--- src/rtl/uart_pkg.sv ---
// Shared constants and types for the memory-mapped UART transmitter.
package uart_pkg;

    localparam logic [31:0] DATA_OFS   = 32'd0;
    localparam logic [31:0] STATUS_OFS = 32'd4;

    localparam int unsigned ST_FULL  = 0;
    localparam int unsigned ST_EMPTY = 1;
    localparam int unsigned ST_BUSY  = 2;
    localparam int unsigned ST_OVF   = 3;

    typedef enum logic [1:0] {
        IDLE  = 2'd0,
        START = 2'd1,
        DATA  = 2'd2,
        STOP  = 2'd3
    } tx_state_e;

endpackage

--- src/rtl/sync_fifo.sv ---
// Synchronous FIFO with wrap-bit pointers and a combinational head output.
module sync_fifo #(
    parameter int unsigned WIDTH = 8,
    parameter int unsigned DEPTH = 8
) (
    input  logic             clk,
    input  logic             reset,
    input  logic             push,
    input  logic             pop,
    input  logic [WIDTH-1:0] din,
    output logic [WIDTH-1:0] dout,
    output logic             full,
    output logic             empty
);

    localparam int unsigned AW = $clog2(DEPTH);

    logic [AW:0]      wr_ptr_q, rd_ptr_q;
    logic [WIDTH-1:0] mem_q [DEPTH];
    logic             do_push, do_pop;

    assign empty   = (wr_ptr_q == rd_ptr_q);
    assign full    = (wr_ptr_q[AW] != rd_ptr_q[AW]) &&
                     (wr_ptr_q[AW-1:0] == rd_ptr_q[AW-1:0]);
    assign do_pop  = pop && !empty;
    // A pop in the same cycle frees a slot, so a push on a full FIFO is still accepted.
    assign do_push = push && (!full || do_pop);
    assign dout    = mem_q[rd_ptr_q[AW-1:0]];

    always_ff @(posedge clk or posedge reset) begin
        if (reset) begin
            wr_ptr_q <= '0;
            rd_ptr_q <= '0;
        end else begin
            if (do_push) wr_ptr_q <= wr_ptr_q + (AW+1)'(1);
            if (do_pop)  rd_ptr_q <= rd_ptr_q + (AW+1)'(1);
        end
    end

    always_ff @(posedge clk) begin
        if (do_push) mem_q[wr_ptr_q[AW-1:0]] <= din;
    end

endmodule

--- src/rtl/mmio_uart_tx.sv ---
// MMIO UART transmitter: DATA/STATUS decode, byte FIFO and 8N1 serializer.
module mmio_uart_tx
    import uart_pkg::*;
#(
    parameter int unsigned CLK_DIV    = 868,
    parameter int unsigned FIFO_DEPTH = 8,
    parameter logic [31:0] BASE_ADDR  = 32'hFFFF_0000
) (
    input  logic        clk,
    input  logic        reset,
    input  logic        WE,
    input  logic [31:0] ADDR,
    input  logic [31:0] WD,
    output logic [31:0] RD,
    output logic        sel,
    output logic        tx,
    output logic        busy
);

    localparam int unsigned CW = $clog2(CLK_DIV);
    localparam logic [CW-1:0] CNT_MAX = CW'(CLK_DIV - 1);

    tx_state_e     state_q;
    logic [CW-1:0] cnt_q;
    logic [2:0]    bit_idx_q;
    logic [7:0]    shift_q;
    logic          tx_q;
    logic          ovf_q;

    logic          data_hit, status_hit, bit_end;
    logic          fifo_push, fifo_pop, fifo_full, fifo_empty;
    logic [7:0]    fifo_dout;
    logic          unused_wd;

    assign data_hit   = (ADDR == BASE_ADDR + DATA_OFS);
    assign status_hit = (ADDR == BASE_ADDR + STATUS_OFS);
    assign sel        = data_hit || status_hit;
    assign unused_wd  = ^WD[31:8];

    assign bit_end   = (cnt_q == CNT_MAX);
    assign fifo_push = WE && data_hit;
    assign fifo_pop  = !fifo_empty &&
                       ((state_q == IDLE) || (state_q == STOP && bit_end));

    sync_fifo #(
        .WIDTH (8),
        .DEPTH (FIFO_DEPTH)
    ) u_fifo (
        .clk   (clk),
        .reset (reset),
        .push  (fifo_push),
        .pop   (fifo_pop),
        .din   (WD[7:0]),
        .dout  (fifo_dout),
        .full  (fifo_full),
        .empty (fifo_empty)
    );

    // Serializer: transitions only at bit boundaries, so the counter restarts on every state entry.
    always_ff @(posedge clk or posedge reset) begin
        if (reset) begin
            state_q   <= IDLE;
            cnt_q     <= '0;
            bit_idx_q <= '0;
            shift_q   <= '0;
            tx_q      <= 1'b1;
        end else begin
            cnt_q <= (state_q == IDLE || bit_end) ? '0 : cnt_q + CW'(1);
            case (state_q)
                IDLE: begin
                    if (!fifo_empty) begin
                        state_q <= START;
                        shift_q <= fifo_dout;
                        tx_q    <= 1'b0;
                    end
                end
                START: begin
                    if (bit_end) begin
                        state_q   <= DATA;
                        bit_idx_q <= '0;
                        tx_q      <= shift_q[0];
                    end
                end
                DATA: begin
                    if (bit_end) begin
                        if (bit_idx_q == 3'd7) begin
                            state_q <= STOP;
                            tx_q    <= 1'b1;
                        end else begin
                            bit_idx_q <= bit_idx_q + 3'd1;
                            shift_q   <= shift_q >> 1;
                            tx_q      <= shift_q[1];
                        end
                    end
                end
                STOP: begin
                    if (bit_end) begin
                        if (!fifo_empty) begin
                            state_q <= START;
                            shift_q <= fifo_dout;
                            tx_q    <= 1'b0;
                        end else begin
                            state_q <= IDLE;
                        end
                    end
                end
                default: state_q <= IDLE;
            endcase
        end
    end

    // Sticky overflow: a DATA store that the FIFO could not take.
    always_ff @(posedge clk or posedge reset) begin
        if (reset) begin
            ovf_q <= 1'b0;
        end else if (WE && status_hit && WD[ST_OVF]) begin
            ovf_q <= 1'b0;
        end else if (fifo_push && fifo_full && !fifo_pop) begin
            ovf_q <= 1'b1;
        end
    end

    always_comb begin
        RD = '0;
        if (status_hit) begin
            RD[ST_FULL]  = fifo_full;
            RD[ST_EMPTY] = fifo_empty;
            RD[ST_BUSY]  = (state_q != IDLE);
            RD[ST_OVF]   = ovf_q;
        end
    end

    assign tx   = tx_q;
    assign busy = !fifo_empty || (state_q != IDLE);

endmodule

--- config.mk ---
export PLATFORM = sky130hd
export DESIGN_NAME = mmio_uart_tx
export DESIGN_NICKNAME = d
export VERILOG_FILES = /design/src/rtl/uart_pkg.sv /design/src/rtl/sync_fifo.sv /design/src/rtl/mmio_uart_tx.sv
export SDC_FILE = /design/constraint.sdc
export NUM_CORES = 1
export LEC_CHECK = 0
export ABC_CLOCK_PERIOD_IN_PS = 6400
export CORE_ASPECT_RATIO = 0.6
export CORE_UTILIZATION = 56
export CTS_BUF_LIST = sky130_fd_sc_hd__clkbuf_2 sky130_fd_sc_hd__clkbuf_4 sky130_fd_sc_hd__clkbuf_8
export DETAILED_ROUTE_END_ITERATION = 10
export PLACE_DENSITY = 0.95
export SYNTH_ARGS = -nofsm -noshare
export SYNTH_HDL_FRONTEND = slang
export SYNTH_SLANG_ARGS = --single-unit
export TNS_END_PERCENT = 30
--- constraint.sdc ---
create_clock -name clk -period 6.4 [get_ports clk]
set_input_delay 1.28 -clock clk [delete_from_list [all_inputs] [get_ports clk]]
set_output_delay 1.28 -clock clk [all_outputs]
set_load 0.1 [all_outputs]
==> results of run 1 <==
power groups by stage:
| stage | Sequential [µW] | Combinational, µW | Clock [µW] |
|---|---|---|---|
| after CTS | 695 | 154 | 451 |
| after global routing | 697 | 162 | 475 |
| after global placement | 707 | 150 | 0 |
| final | 695 | 154 | 447 |
| after detailed placement | 709 | 154 | 0 |
| after floorplan | 705 | 127 | 0 |
layout make-up:
| class | count | area share [%] |
|---|---|---|
| repair buffers | 52 | 9.56 |
| multi-input cells | 204 | 30.9 |
| inverters | 8 | 0.568 |
| flip-flops and latches | 97 | 52.0 |
| well taps | 108 | 2.56 |
| clock buffers | 12 | 3.01 |
| clock inverters | 4 | 1.42 |
synthesized netlist by cell type (2+ instances only):
cell      instances  area, µm²
a21oi_1           3       15.0
a41oi_1           2       17.5
and2_1            2       12.5
and3_1            6       37.5
and3b_1           2       17.5
and4b_1           2       20.0
and4bb_2          2       25.0
buf_1             2       7.51
buf_2             2       10.0
buf_4            30        225
clkbuf_1          7       26.3
dfrtp_1          32        801
edfxtp_1         64       1920
ha_1             11        138
inv_1             8       30.0
mux2_2            9        101
mux2i_1           8       80.1
mux4_2           16        360
nand2_1          19       71.3
nand2b_1          2       12.5
nand3_1           6       30.0
nand4_1           7       43.8
nor2_1           19       71.3
nor3_1            2       10.0
nor4_1            5       31.3
nor4b_1           2       17.5
o21ai_0          15       75.1
xnor2_1           6       52.6
xor2_1           12        105
per-stage QoR:
stage / util (%) / instance area, µm²
finish: 66.8 / 5290
global route: 66.8 / 5290
detailed placement: 63.8 / 5050
floorplan: - / 4690
CTS: 66.8 / 5290
global placement: 63.8 / 5050
routing by layer:
layer | routed length [µm] | track usage (%) | vias up
met3 | 493 | 5.58 | 10
met2 | 4380 | 37.4 | 113
li1 | - | - | 1238
met1 | 3740 | 28.3 | 1396
met4 | 110 | 7.45 | 0
met5 | 0 | 0 | -
worst max-delay path: cells and delay by family:
kind / cells / cell delay (ns)
and+or+nand+nor: 4 / 1.03
buffers and inverters: 2 / 1.53
cells by family (layout without fill, tap and decap cells):
kind of cell | Yosys count | after routing
DFF | 97 | 97
and+or+nand+nor | 85 | 85
buffers and inverters | 50 | 76
muxes | 34 | 34
AOI/OAI and AO/OA | 28 | 28
xor gates and xnor gates | 18 | 18
adders and majority gates | 11 | 11
other | 1 | 28
worst paths after layout:
| check | to |
|---|---|
| max | RD[3] |
| min | u_fifo.rd_ptr_q[3]$_DFFE_PP0P_ |
| max reg2reg | u_fifo.mem_q[5][7]$_DFFE_PP_ |
| min reg2reg | u_fifo.rd_ptr_q[3]$_DFFE_PP0P_ |
| max in group asynchronous | tx$_DFFE_PP1P_ |
| min in group asynchronous | state_q[0]$_DFFE_PP0P_ |
cell usage in the layout (no fill, tap or decap), types with 3 or more instances in the layout:
cell              n
clkdlybuf4s50_1  46
xnor2_1           6
clkbuf_8         11
a21oi_1           3
mux2_2            9
mux4_2           16
inv_1             8
conb_1           28
nand2_1          19
xor2_1           12
nor2_1           19
ha_1             11
o21ai_0          15
nor4_1            5
mux2i_1           8
buf_4             6
and3_1            6
dfrtp_1          32
nand3_1           6
edfxtp_1         64
nand4_1           7
state kept, by name (all words and copies together) (netlist names):
signal / cells
u_fifo.mem_q: 64
tx: 1
u_fifo.rd_ptr_q: 4
u_fifo.wr_ptr_q: 4
bit_idx_q: 3
state_q: 2
shift_q: 8
cnt_q: 10
ovf_q: 1
==> summary.md, run 1 <==
| Metric | Value |
|---|---|
| Outcome | `finished, violations left` |
| Failing checks | `DRC` |
| Worst path most repeated cell | `clkdlybuf4s50_1` |
| Core Box Area | `7910 µm²` |
| PwrDens | `245 nW/µm²` |
| Peak VDD IR | `114 µV` |
| Final worst-path cycle share | `79.9%` |
| Post-CTS Setup Bufs | `0` |
| Sw frac | `24.8%` |
| Combinational power share | `11.9%` |
| Synth Flop Type | `edfxtp_1` |
| Adder-cell area share of the yosys netlist | `3.00%` |
| Total track usage | `22.1%` |
| Latest clock arrival within the worst-skew pair | `0.35 ns` |
| Reg power frac | `53.7%` |
| Mux cell area share after synthesis | `12.1%` |
| Post-CTS sizing | `0` |
| N_diodes | `0` |
| Static Leakage | `0.00200 µW` |
| Post-synth cell types | `50` |
| Crit Path Class | `in -> out` |
| Post-Route Setup TNS | `0 ns` |
| Power Total | `1300 µW` |
| Cell Area, Synth | `4580 µm²` |
| #FFs+latches synth | `97` |
| Multi-input gate area | `1630 µm²` |
| Hold Vio Cnt, Final | `0` |
| Root Buffer | `clkbuf_8` |
| Min Hold Slack | `0.497 ns` |
| Largest net degree at the start of global routing | `34` |
| Worst Setup Start Kind | `primary input` |
| Reg-to-Reg Start | `u_fifo.rd_ptr_q[1]$_DFFE_PP0P_` |
| Cells on worst reg2reg path | `5` |
| Initial core utilization | `57.9%` |
| First-pass GRT wire length | `13.9 mm` |
| Via density | `5.68` |
| Global route overflow | `0` |
| Clock power share | `34.5%` |
| Worst path slowest cell | `clkdlybuf4s50_1` |
| Switching power total | `321 µW` |
| Inst Count DP | `469` |
| Fmax | `196 MHz` |
| Worst Setup SP | `ADDR[8]` |
| Bufs on Longest Clock Path | `2` |
| Area growth syn-to-layout | `15.3%` |
| Asr flop ratio synth | `34.0%` |
| Hold WC Path Type | `reg -> reg` |
| Fill cell count | `548` |
| Die area | `8560 µm²` |
| PnR worst setup slack | `1.29 ns` |
| Row count | `25` |
| Hold_sp | `u_fifo.rd_ptr_q[3]$_DFFE_PP0P_` |
| DP Wirelength | `6.19 mm` |
| Post-synth EDFFs | `64` |
| ANT nets after route | `0` |
| Syn Area/Cell | `14.1 µm²` |
| PortBufs | `49` |
| XOR/XNOR Fraction of Synth Area | `3.44%` |
| Rel. slew slack | `35.3%` |
| Fin crit period | `5.11 ns` |
| CTS Sinks | `97` |
| Synthesis Warnings | `0` |
| MaxCap Viol Count | `0` |
| Hold Buf Count CTS | `0` |
| Die width | `119 µm` |
| Vias in the first global route | `2800` |
| DRC violations left | `2` |
| DR WL/cell | `18.0 µm` |
| Sequential-to-total area share from yosys stat | `60.0%` |
| Crit-path cells | `clkdlybuf4s50_1 > nor4b_1 > nand4_1 > nor2b_1 > and3_1 > clkdlybuf4s50_1` |
| Reg area | `2750 µm²` |
| Register-to-register setup slack | `3.49 ns` |
| # IOs | `102` |
| Clock transition at the registers of the reported paths | `0.09 ns` |
| Max stage delay on crit path | `1.13 ns` |
| Clk_skew | `0.00636 ns` |
| Final Max Slew Viols | `0` |
| Via count | `2757` |
| Post-Syn Instances | `324` |
| CTS Buf Count | `9` |
| DRT Pass-1 Iters | `8` |
| Worst-path maximum fanout | `4` |
| Final Setup Violations | `0` |
| Die height | `72.1 µm` |
| Largest family of logic cells by synthesized area | `multiplexers` |
| Depth of the CTS H-tree | `3` |
| Post-place setup slack | `1.26 ns` |
| RSZ-0062 raised after global routing | `no` |
| Critical Path AT | `3.83 ns` |
| Routed Wire Length | `8.72 mm` |
| Final nets | `450` |
| Worst Tran Pin Value | `0.968 ns` |
| Internal | `975 µW` |
| Worst setup EP type | `output port` |
| Initial drt markers | `294` |
| CTS tree | `built` |
| Critical Path RT | `5.12 ns` |
| Synth Area in Compound Gates | `4.18%` |
| Post-Layout Cell Count | `485` |
| Hold depth | `1` |
| Layout cells sized above 1 | `15.6%` |
| GPL Wtd Cong | `0.768` |
| Simple-gate area share of the yosys netlist | `10.6%` |
| Initial antenna violation count | `0` |
No activity file was read; power rests on OpenSTA's default activity.
==> run 2, diff against run 1 <==
- ABC_CLOCK_PERIOD_IN_PS: 6400 -> 4500
- CORE_UTILIZATION: 56 -> 47
- PLACE_DENSITY: 0.95 -> 0.88
- clock period: 6.4 -> 4.5 ns (I/O delays scaled with it)
==> summary.md, run 2 (synthesis results as in run 1) <==
| Metric | Value |
|---|---|
| Worst Setup SP | `ADDR[18]` |
| Worst setup EP type | `output port` |
| Largest net degree at the start of global routing | `30` |
| Critical Path RT | `3.60 ns` |
| Area growth syn-to-layout | `15.7%` |
| Final nets | `452` |
| Vias in the first global route | `2787` |
| Global route overflow | `0` |
| Fmax | `284 MHz` |
| Hold depth | `1` |
| Static Leakage | `0.00200 µW` |
| Post-CTS sizing | `0` |
| Initial core utilization | `49.2%` |
| Hold_sp | `u_fifo.wr_ptr_q[3]$_DFFE_PP0P_` |
| Cells on worst reg2reg path | `6` |
| Min Hold Slack | `0.494 ns` |
| GPL Wtd Cong | `0.768` |
| CP delay by family, top | `simple AND/OR/NAND/NOR gates` |
| Die height | `78.5 µm` |
| Rel. slew slack | `27.4%` |
| PwrDens | `342 nW/µm²` |
| Via density | `5.29` |
| Clk_skew | `0.00911 ns` |
| Clock power share | `33.5%` |
| Die width | `130 µm` |
| Bufs on Longest Clock Path | `2` |
| CTS Sinks | `97` |
| Crit Path Class | `in -> out` |
| Core Box Area | `9320 µm²` |
| Post-Route Setup TNS | `0 ns` |
| Buf/Inv on CP | `2` |
| # IOs | `102` |
| ANT nets after route | `0` |
| Reg power frac | `54.5%` |
| Worst path slowest cell | `clkdlybuf4s50_1` |
| Peak VDD IR | `153 µV` |
| MaxCap Viol Count | `0` |
| Final Max Slew Viols | `0` |
| DP Wirelength | `6.01 mm` |
| Row count | `27` |
| Most frequent cells in the layout | `edfxtp_1, clkdlybuf4s50_1, dfrtp_1` |
| Post-CTS Setup Bufs | `0` |
| Die area | `10200 µm²` |
| Worst Tran Pin Value | `1.09 ns` |
| Critical Path AT | `2.62 ns` |
| Min-Delay Endpoint | `u_fifo.wr_ptr_q[3]$_DFFE_PP0P_` |
| Worst Setup Start Kind | `primary input` |
| Initial drt markers | `180` |
| RSZ-0062 raised after global routing | `no` |
| Depth of the CTS H-tree | `3` |
| Clock transition at the registers of the reported paths | `0.08 ns` |
| Fin crit period | `3.52 ns` |
| Hold WC Path Type | `reg -> reg` |
| Commonest non-fill, non-tap cell in the layout | `edfxtp_1` |
| Root Buffer | `clkbuf_8` |
| Initial antenna violation count | `0` |
| Hold Buf Count CTS | `0` |
| PortBufs | `49` |
| Worst-path maximum fanout | `4` |
| Largest register FFs | `64` |
| Sw frac | `25.7%` |
| Final Setup Violations | `0` |
| Via count | `2692` |
| Crit-path cells | `clkdlybuf4s50_1 > nand4_1 > nor4_1 > nor2b_2 > nand2_1 > nor2_1 > buf_4` |
| Outcome | `complete, no violations` |
| DRT Pass-1 Iters | `5` |
| First-pass GRT wire length | `13.8 mm` |
| Final worst-path cycle share | `78.2%` |
| Latest clock arrival within the worst-skew pair | `0.37 ns` |
| Combinational power share | `12.0%` |
| CTS Buf Count | `9` |
| CTS tree | `built` |
| Switching power total | `465 µW` |
| Routed Wire Length | `8.61 mm` |
| DRC violations left | `0` |
| Power Total | `1810 µW` |
| Hold Vio Cnt, Final | `0` |
| Reg-to-Reg Start | `cnt_q[0]$_DFF_PP0_` |
| Reg2reg end | `u_fifo.mem_q[2][4]$_DFFE_PP_` |
| Total track usage | `18.8%` |
| DR WL/cell | `16.9 µm` |
| Layout cells sized above 1 | `16.9%` |
| Internal | `1350 µW` |
| Register-to-register setup slack | `1.67 ns` |
| N_diodes | `0` |
| Max stage delay on crit path | `0.46 ns` |
## run 2: cell types whose count changed in the layout (fill, tap and decap cells not counted)
cell	before	now
nor2b_2	0	1
clkinv_1	0	1
clkbuf_8	11	9
clkinv_2	0	1
inv_6	0	1
clkdlybuf4s50_1	46	43
buf_4	6	11
clkbuf_4	1	0
nor2b_1	1	0
## run 2: area by class of cell
class | instances | area, µm²
fillers | 748 | 4020
flip-flops and latches | 97 | 2750
multi-input cells | 204 | 1640
repair buffers | 54 | 513
well taps | 130 | 163
clock buffers | 9 | 124
clock inverters | 7 | 92.6
inverters | 8 | 30.0
## run 2: through the flow
step	setup WS [ns]	std cells	instance area [µm²]	util, %
floorplan	-0.0885	351	4690	-
global placement	0.899	493	5090	54.6
detailed placement	0.793	493	5090	54.6
CTS	0.941	509	5310	56.9
global route	0.819	509	5310	56.9
finish	0.982	509	5310	56.9
## run 2: layer usage
layer / track usage (%) / share of wire, %
met1: 24.9 / 45
met2: 29.1 / 47
met3: 6.34 / 6.5
met4: 6.63 / 1.1
met5: 0 / 0
## run 2: worst max-delay path by stage
stage                                   end  slack (ns)  cells after the start
6_report                              RD[0]        0.98                      7
3_3_place_gp   u_fifo.mem_q[2][6]$_DFFE_PP_        0.90                      6
4_1_cts                               RD[0]        0.94                      7
3_5_place_dp   u_fifo.mem_q[2][7]$_DFFE_PP_        0.79                      6
5_1_grt                               RD[2]        0.82                      7
2_1_floorplan                         RD[0]       -0.09                      5
## run 2: power by group through the flow
stage	logic, µW	clock network (µW)	registers, µW
floorplan	180	0	1000
global placement	212	0	1010
detailed placement	218	0	1010
CTS	218	621	989
global route	231	656	991
finish	218	607	989
